[config.mk]
export PLATFORM = sky130hd
export DESIGN_NAME = rpp_header_stream_parser
export DESIGN_NICKNAME = d
export VERILOG_FILES = /design/src/rtl/rpp_header_pkg.sv /design/src/rtl/rpp_crc8_step.sv /design/src/rtl/rpp_header_stream_parser.sv
export SDC_FILE = /design/constraint.sdc
export NUM_CORES = 1
export LEC_CHECK = 0
export CORE_ASPECT_RATIO = 1.25
export CORE_MARGIN = 2
export CORE_UTILIZATION = 45
export DETAILED_ROUTE_END_ITERATION = 8
export GPL_TIMING_DRIVEN = 1
export PLACE_DENSITY_LB_ADDON = 0.1
export REMOVE_ABC_BUFFERS = 1
export SETUP_SLACK_MARGIN = 0.15
export SLEW_MARGIN = 20
export SYNTH_ARGS = -nofsm -noshare
export SYNTH_HDL_FRONTEND = slang
export SYNTH_HIERARCHICAL = 1
export SYNTH_SLANG_ARGS = --single-unit
[constraint.sdc]
create_clock -name clk -period 6.5 [get_ports clk]
set_input_delay 1.3 -clock clk [delete_from_list [all_inputs] [get_ports clk]]
set_output_delay 1.3 -clock clk [all_outputs]
set_load 0.05 [all_outputs]
[src/rtl/rpp_header_pkg.sv]
// Shared definitions for the RPP header stream parser: header layout,
// CRC-8 polynomial, FSM state type and a saturating counter helper.
package rpp_header_pkg;

    localparam int unsigned HDR_BYTES        = 18;
    localparam int unsigned ADDR_OFF         = 0;
    localparam int unsigned PKT_ID_OFF       = 4;
    localparam int unsigned ORIGIN_OFF       = 8;
    localparam int unsigned CONSENT_OFF      = 10;
    localparam int unsigned ENTROPY_OFF      = 11;
    localparam int unsigned PAYLOAD_TYPE_OFF = 12;
    localparam int unsigned FALLBACK_OFF     = 13;
    localparam int unsigned WINDOW_OFF       = 14;
    localparam int unsigned PHASE_OFF        = 16;
    localparam int unsigned CRC_OFF          = 17;

    localparam logic [7:0] CRC8_POLY = 8'h07;

    typedef enum logic [1:0] {
        COLLECT,
        HOLD,
        DROP
    } state_t;

    // MSB index of byte 'off' inside the packed byte store of bytes 0..CRC_OFF-1
    function automatic int byte_msb(input int unsigned off);
        return 8 * (int'(CRC_OFF) - int'(off)) - 1;
    endfunction

    function automatic logic [15:0] sat_inc(input logic [15:0] v);
        return (v == 16'hFFFF) ? v : v + 16'd1;
    endfunction

endpackage

[src/rtl/rpp_crc8_step.sv]
// Combinational CRC-8 (poly 0x07, MSB-first) advance over one beat of
// IN_BYTES bytes; the most significant byte of data is processed first.
module rpp_crc8_step
    import rpp_header_pkg::*;
#(
    parameter int unsigned IN_BYTES = 1
) (
    input  logic [7:0]            crc_in,
    input  logic [8*IN_BYTES-1:0] data,
    output logic [7:0]            crc_out
);

    always_comb begin
        crc_out = crc_in;
        for (int unsigned b = 0; b < IN_BYTES; b++) begin
            crc_out = crc_out ^ data[8*(IN_BYTES-b)-1 -: 8];
            for (int unsigned k = 0; k < 8; k++) begin
                crc_out = crc_out[7] ? ((crc_out << 1) ^ CRC8_POLY) : (crc_out << 1);
            end
        end
    end

endmodule

[src/rtl/rpp_header_stream_parser.sv]
// Collects 18-byte RPP headers from a beat stream, checks length and CRC-8,
// and presents the parsed fields on a valid/ready output held until accepted.
module rpp_header_stream_parser
    import rpp_header_pkg::*;
#(
    parameter int unsigned IN_BYTES  = 1,
    parameter int unsigned CRC_CHECK = 1,
    parameter int unsigned WID_W     = 12
) (
    input  logic                  clk,
    input  logic                  rst,
    input  logic                  s_valid,
    output logic                  s_ready,
    input  logic [8*IN_BYTES-1:0] s_data,
    input  logic                  s_last,
    output logic                  m_valid,
    input  logic                  m_ready,
    output logic [31:0]           m_rpp_address,
    output logic [31:0]           m_pkt_id,
    output logic [15:0]           m_origin,
    output logic [7:0]            m_consent,
    output logic [7:0]            m_entropy,
    output logic [7:0]            m_payload_type,
    output logic [7:0]            m_fallback,
    output logic [WID_W-1:0]      m_window_id,
    output logic [7:0]            m_phase,
    output logic                  m_crc_ok,
    output logic [15:0]           hdr_count,
    output logic [15:0]           crc_err_count,
    output logic [15:0]           len_err_count
);

    localparam int unsigned BEATS    = HDR_BYTES / IN_BYTES;
    localparam logic [4:0]  LAST_IDX = 5'(BEATS - 1);

    state_t               state;
    logic [4:0]           beat_idx;
    logic [7:0]           crc;
    logic [7:0]           crc_next;
    logic [8*CRC_OFF-1:0] hdr;
    logic                 crc_ok;
    int unsigned          base_off;
    logic [15:0]          window;
    logic                 window_unused;

    rpp_crc8_step #(.IN_BYTES(IN_BYTES)) u_crc (
        .crc_in (crc),
        .data   (s_data),
        .crc_out(crc_next)
    );

    assign s_ready  = (state != HOLD);
    assign base_off = 32'(beat_idx) * IN_BYTES;

    assign m_rpp_address  = hdr[byte_msb(ADDR_OFF) -: 32];
    assign m_pkt_id       = hdr[byte_msb(PKT_ID_OFF) -: 32];
    assign m_origin       = hdr[byte_msb(ORIGIN_OFF) -: 16];
    assign m_consent      = hdr[byte_msb(CONSENT_OFF) -: 8];
    assign m_entropy      = hdr[byte_msb(ENTROPY_OFF) -: 8];
    assign m_payload_type = hdr[byte_msb(PAYLOAD_TYPE_OFF) -: 8];
    assign m_fallback     = hdr[byte_msb(FALLBACK_OFF) -: 8];
    assign window         = hdr[byte_msb(WINDOW_OFF) -: 16];
    assign m_window_id    = window[WID_W-1:0];
    assign window_unused  = ^window;
    assign m_phase        = hdr[byte_msb(PHASE_OFF) -: 8];
    assign m_crc_ok       = crc_ok;

    // The CRC register runs over all 18 bytes: with init 0 and no final XOR,
    // the remainder is zero exactly when byte 17 equals the CRC of bytes 0-16.
    always_ff @(posedge clk or posedge rst) begin
        if (rst) begin
            state         <= COLLECT;
            beat_idx      <= '0;
            crc           <= '0;
            hdr           <= '0;
            m_valid       <= 1'b0;
            crc_ok        <= 1'b0;
            hdr_count     <= '0;
            crc_err_count <= '0;
            len_err_count <= '0;
        end else begin
            unique case (state)
                COLLECT: if (s_valid) begin
                    for (int unsigned k = 0; k < IN_BYTES; k++) begin
                        if (base_off + k < CRC_OFF) begin
                            hdr[byte_msb(base_off + k) -: 8] <= s_data[8*(IN_BYTES-k)-1 -: 8];
                        end
                    end
                    if (s_last || beat_idx == LAST_IDX) begin
                        beat_idx <= '0;
                        crc      <= '0;
                    end else begin
                        beat_idx <= beat_idx + 5'd1;
                        crc      <= crc_next;
                    end
                    if (beat_idx == LAST_IDX && s_last) begin
                        state     <= HOLD;
                        m_valid   <= 1'b1;
                        crc_ok    <= (CRC_CHECK == 0) || (crc_next == 8'h00);
                        hdr_count <= sat_inc(hdr_count);
                        if (CRC_CHECK != 0 && crc_next != 8'h00) begin
                            crc_err_count <= sat_inc(crc_err_count);
                        end
                    end else if (beat_idx == LAST_IDX) begin
                        state         <= DROP;
                        len_err_count <= sat_inc(len_err_count);
                    end else if (s_last) begin
                        len_err_count <= sat_inc(len_err_count);
                    end
                end
                HOLD: if (m_ready) begin
                    m_valid <= 1'b0;
                    state   <= COLLECT;
                end
                DROP: if (s_valid && s_last) begin
                    state <= COLLECT;
                end
                default: state <= COLLECT;
            endcase
        end
    end

endmodule

==> flow_summary.yaml, run 1 <==
status:
  status: "completed"
final_layout:
  antenna_cells: 0
  fillers: 1684
  syn_to_final_growth_pct: 31.0
  mostFrequentLayoutCells: "197 x dfrtp_1, 195 x clkdlybuf4s50_1, 101 x o21ai_0"
  regArea_mm2: 0.00493
  design_area_mm2: 0.0118
  drive_gt1_share_pct: 13.2
  multi_input_area_mm2: 0.00390
  fin_cells: 1253
  layout_commonest_cell: "dfrtp_1"
  final_nets: 1004
timing:
  fmax_ghz: 0.211
  finalSetupViolations: 0
  worst_slew_pin_slew_ns: 0.897
  rsz0062_at_grt: "no"
  report.final.slew_viol_count: 0
  relSlewSlack_pct: 40.0
  min_period_over_period_pct: 73.0
  period_needed_ns: 4.74
  hold_ws_ns: 0.481
  fin_skew_ns: 0.0154
  tns_ns: 0
  hold_viol: 0
clocking:
  cts_tree: "done"
  path_clk_slew_ns: 0.07
  cts_resized: 0
  cts.sinks: 197
  cts_hold_buf: 0
  cts_root_buf: "clkbuf_16"
  worstSkewPairLatency_ns: 0.44
  post_cts_buffers: 0
  htree_levels: 4
  cts_buffers: 17
  clock_path_buffers: 2
placement:
  dp_hpwl_um: 16000
  place_area_mm2: 0.0112
  gp_congestion: 0.803
  dp_cells: 1223
  io_buffers: 195
critical_path:
  path_cells: "inv_1 > ha_1 > xor2_1 > nand3_1 > inv_1 > ha_1 > or4b_1 > nor3_1 > nand2_1 > nor4_4 > mux2_2"
  required_ns: 6.82
  critPathMaxFanout: 13
  crit_type: "reg2reg"
  critPathCaptureType: "flop"
  cp-start-kind: "flop"
  critPathArrivalTime_ns: 5.06
  slowest_delay_ns: 0.74
  ff2ff_setup_slack_ns: 1.76
  slowest_stage: "xor2_1"
detailed_routing:
  via_count: 6758
  routed_wl_um: 22700
  ant_nets: 0
  drtIter0Drc: 351
  firstDrtPassIters: 4
  wire_per_inst_um: 18.1
  routed_via_density: 5.39
  route.detailed.drc: 0
logic_synthesis:
  ys_types: 58
  syn-cell-area_mm2: 0.00902
  synth_warnings: 6
  syn_avg_cell_area_um2: 11.4
  yosysTopAreaCellShare_pct: 54.6
  postSynthCellCount: 792
  synthArstFlopShare_pct: 100
  synth_top_area_cell: "dfrtp_1"
  synth.area.top_cells: "dfrtp_1 55%, mux2_2 9.5%, o21ai_0 5.6%"
  synth-seq-area-share_pct: 54.6
  synth_seq_cells: 197
  synth-edff-count: 0
  synthFlopType: "dfrtp_1"
global_routing:
  grt_max_degree: 100
  antenna_found_initial: 0
  overflow: 0
  grt_pass1_wl_um: 36800
  grt_pass1_vias: 6708
  grt_usage_pct: 22.2
hold_path:
  hold_class: "reg2reg"
power_and_ir_drop:
  cellPowerDensity_mw_per_mm2: 377
  p_leak_nw: 5.18
  vdd_drop_max_mv: 0.339
floorplan:
  num_rows: 57
  pin_count: 196
  fp.dieW_um: 131
  start_util_pct: 46.2
  dieArea_mm2: 0.0212
  core_mm2: 0.0195
  die_h_um: 162
run:
  maxCapViolations: 0
sequential cells by signal, indices dropped and copies added (netlist names):
| name | flops |
|---|---|
| m_crc_ok | 1 |
| m_valid | 1 |
| state | 2 |
| crc_err_count | 16 |
| len_err_count | 16 |
| hdr | 132 |
| beat_idx | 5 |
| crc | 8 |
| hdr_count | 16 |
logic make-up (layout without fill, tap and decap cells):
kind of cell | count (synthesis) | after routing | share of synthesized area, %
AND/OR/NAND/NOR | 244 | 244 | 15.6
flip-flops | 197 | 197 | 54.6
AO/OA/AOI/OAI | 137 | 137 | 8.65
multiplexers | 81 | 81 | 10.0
XOR/XNOR | 66 | 66 | 6.82
buffers and inverters | 53 | 249 | 2.30
adder cells (fa/ha/maj) | 14 | 14 | 1.94
synthesized netlist by cell type, types with 5 or more instances:
master / instances
a21oi_1: 7
a22o_1: 8
and3_1: 6
clkbuf_1: 30
dfrtp_1: 197
ha_1: 14
inv_1: 20
mux2_2: 76
mux2i_1: 5
nand2_1: 51
nand2b_1: 15
nand3_1: 27
nand4_1: 20
nor2_1: 19
nor2b_1: 5
nor3_1: 51
nor3_4: 8
nor4_1: 17
o21ai_0: 101
xnor2_1: 40
xor2_1: 23
worst paths after layout:
kind | end | depth (start not counted) | startpoint
worst max-delay path | hdr[64]$_DFFE_PP0P_ | 11 | beat_idx[1]$_DFFE_PP0P_
worst min-delay path | hdr[80]$_DFFE_PP0P_ | 2 | hdr[80]$_DFFE_PP0P_
worst max register to register | hdr[64]$_DFFE_PP0P_ | 11 | beat_idx[1]$_DFFE_PP0P_
worst min register to register | hdr[80]$_DFFE_PP0P_ | 2 | hdr[80]$_DFFE_PP0P_
max in group asynchronous | hdr[12]$_DFFE_PP0P_ | 3 | rst
min in group asynchronous | hdr_count[9]$_DFFE_PP0P_ | 2 | rst
power breakdown:
part / internal (W) / switching, W
Combinational: 0.000583 / 0.00120
Sequential: 0.00143 / 0.000158
Clock: 0.000612 / 0.000474
Total: 0.00263 / 0.00183
per-layer routing:
metal,wire length [um],vias to the layer above,GRT usage (%)
li1,-,3226,-
met1,9560,3369,29.4
met2,11900,149,37.8
met4,187,0,4.88
met3,986,14,4.37
met5,0,-,0
cell type report:
cell class | count | share of cell area, %
clock buffers | 18 | 3.63
clock inverters | 12 | 1.44
inverters | 20 | 0.699
multi-input cells | 542 | 33.0
flip-flops and latches | 197 | 41.7
well taps | 265 | 2.80
repair buffers | 199 | 16.8
worst max-delay path: cells and delay by family (launching register included):
family | cells | cell delay (ns)
xor+xnor | 1 | 0.74
mux | 1 | 0.41
simple gates | 5 | 2.17
fa+ha+maj | 2 | 0.62
buf+inv | 2 | 0.25
flops | 1 | 0.44
metrics by stage:
stage	worst slack [ns]	util [%]	power, W
final	1.76	60.5	0.00446
after global routing	1.32	60.5	0.00468
after CTS	1.75	60.5	0.00450
after detailed placement	1.77	57.4	0.00340
after global placement	1.84	57.4	0.00338
after floorplan	-0.169	-	0.00281
Power figures use the tool's default switching activity.
==> run 2: changes to the inputs <==
clock period = 3.96 ns   (was 6.5 ns; I/O delays follow)
==> run 2 against run 1 <==
  * Flip-flop and latch count did not move
  * Total power grew 63%
  * Fmax is 31% higher
  * Critical path depth did not move
  * Clock power increased by 50%
  * Register-to-register slack got worse by 1.4 ns
==> flow_summary.yaml, run 2 (synthesized netlist as in run 1, its figures left out) <==
status:
  status: "completed"
detailed_routing:
  route.detailed.drc: 0
  via_count: 6922
  ant_nets: 0
  drtIter0Drc: 414
  routed_wl_um: 22900
  routed_via_density: 5.36
  firstDrtPassIters: 4
  wire_per_inst_um: 17.7
timing:
  period_needed_ns: 3.63
  fmax_ghz: 0.275
  relSlewSlack_pct: 49.1
  report.final.slew_viol_count: 0
  fin_skew_ns: 0.0121
  min_period_over_period_pct: 91.7
  worst_slew_pin_slew_ns: 0.758
  timing.final.ws_setup_ns: 0.329
  rsz0062_at_grt: "no"
  hold_viol: 0
  finalSetupViolations: 0
  hold_ws_ns: 0.487
hold_path:
  hold_depth: 1
  hold_class: "reg2reg"
  worst_hold_startpoint: "hdr_count[15]$_DFFE_PP0P_"
  min_to: "hdr_count[15]$_DFFE_PP0P_"
critical_path:
  reg2reg_from: "beat_idx[2]$_DFFE_PP0P_"
  path_cells: "o31a_1 > nor2_1 > buf_4 > nand4_1 > ha_1 > or4bb_1 > nor3_4 > nand2_2 > nor3_4 > buf_4 > mux2_2"
  critPathMaxFanout: 8
  slowest_delay_ns: 0.56
  crit_type: "reg2reg"
  cp-start-kind: "flop"
  worst_r2r_endpoint: "hdr[60]$_DFFE_PP0P_"
  reg2reg_depth: 11
  slowest_stage: "or4bb_1"
  critPathCaptureType: "flop"
  critPathArrivalTime_ns: 3.95
  ff2ff_setup_slack_ns: 0.33
  required_ns: 4.27
floorplan:
  num_rows: 57
  start_util_pct: 46.2
  dieArea_mm2: 0.0212
  core_mm2: 0.0195
  die_h_um: 162
  fp.dieW_um: 131
  pin_count: 196
final_layout:
  regArea_mm2: 0.00493
  drive_gt1_share_pct: 17.0
  fillers: 1652
  multi_input_area_mm2: 0.00393
  largest_reg_flops: 132
  syn_to_final_growth_pct: 34.4
  design_area_mm2: 0.0121
  final_nets: 1040
  mostFrequentLayoutCells: "197 x dfrtp_1, 195 x clkdlybuf4s50_1, 101 x o21ai_0"
  antenna_cells: 0
  layout_commonest_cell: "dfrtp_1"
  top_register: "hdr"
clocking:
  clock_path_buffers: 2
  htree_levels: 4
  cts_buffers: 17
  path_clk_slew_ns: 0.07
  cts_tree: "done"
  worstSkewPairLatency_ns: 0.43
  cts.sinks: 197
  cts_root_buf: "clkbuf_16"
power_and_ir_drop:
  vdd_drop_max_mv: 0.502
  cellPowerDensity_mw_per_mm2: 599
  p_leak_nw: 5.36
global_routing:
  antenna_found_initial: 0
  grt_usage_pct: 22.4
  overflow: 0
  grt_pass1_vias: 6882
  grt_pass1_wl_um: 37000
  grt_max_degree: 80
placement:
  gp_congestion: 0.833
  place_area_mm2: 0.0114
  dp_hpwl_um: 16300
  io_buffers: 195
  pre_cts_ws_ns: -0.0812
run:
  maxCapViolations: 0
[run 2: cell count changes in the layout (fill, tap and decap cells not counted), moves of 2 or more]
cell       before  now
clkinv_2        0    2
bufinv_16       3    0
nand2_1        51   49
buf_4           4   36
buf_12          0    4
[run 2: per-stage QoR]
stage / TNS (ns) / cells / total power [W] / util, %
4_1_cts: 0 / 1291 / 0.00730 / 61.9
5_1_grt: 0 / 1291 / 0.00760 / 62.1
3_5_place_dp: -2.41 / 1249 / 0.00563 / 58.5
2_1_floorplan: -433.81 / 759 / 0.00461 / -
3_3_place_gp: 0 / 1249 / 0.00561 / 58.5
6_report: 0 / 1291 / 0.00726 / 62.1
[run 2: per-layer routing]
| layer | GRT usage, % | part of all wire, % | vias up |
|---|---|---|---|
| li1 | - | - | 3287 |
| met1 | 29.4 | 42 | 3442 |
| met2 | 38.6 | 52 | 175 |
| met3 | 3.58 | 4.4 | 18 |
| met4 | 5.66 | 1.3 | 0 |
| met5 | 0 | 0 | - |
[run 2: worst max-delay path by stage]
| stage | slack, ns | to | start |
|---|---|---|---|
| detailed placement | -0.08 | hdr[111]$_DFFE_PP0P_ | beat_idx[1]$_DFFE_PP0P_ |
| global placement | 0.06 | crc_err_count[1]$_DFFE_PP0P_ | s_data[7] |
| floorplan | -2.20 | beat_idx[0]$_DFFE_PP0P_ | rst |
| CTS | 0.17 | hdr[100]$_DFFE_PP0P_ | beat_idx[1]$_DFFE_PP0P_ |
| global route | 0.14 | hdr[53]$_DFFE_PP0P_ | beat_idx[1]$_DFFE_PP0P_ |
| finish | 0.33 | hdr[60]$_DFFE_PP0P_ | beat_idx[2]$_DFFE_PP0P_ |
[run 2: area by class of cell]
type / count / area share (%)
multi-input cells: 542 / 32.4
well taps: 265 / 2.73
clock inverters: 14 / 0.949
inverters: 20 / 0.681
repair buffers: 235 / 19.0
clock buffers: 18 / 3.62
flip-flops and latches: 197 / 40.6
[run 2: worst max-delay path, delay by kind of cell (launching register included)]
kind / cells / cell delay (ns)
buffers and inverters: 2 / 0.35
AND/OR/NAND/NOR: 6 / 1.66
adder cells (fa/ha/maj): 1 / 0.29
flip-flops: 1 / 0.47
AO/OA/AOI/OAI: 1 / 0.41
multiplexers: 1 / 0.34
[run 2: power breakdown]
| group | switching [W] | internal [W] |
|---|---|---|
| logic | 0.00200 | 0.00102 |
| clock network | 0.000802 | 0.000839 |
| registers | 0.000249 | 0.00235 |
[run 2: repair_timing]
action                     in CTS  in global routing
gates resized for setup         3                  5
gates cloned                    0                  0
buffers inserted               10                  0
setup endpoints to repair      72                114
hold buffers                    0                  0
pin swaps                       6                  1
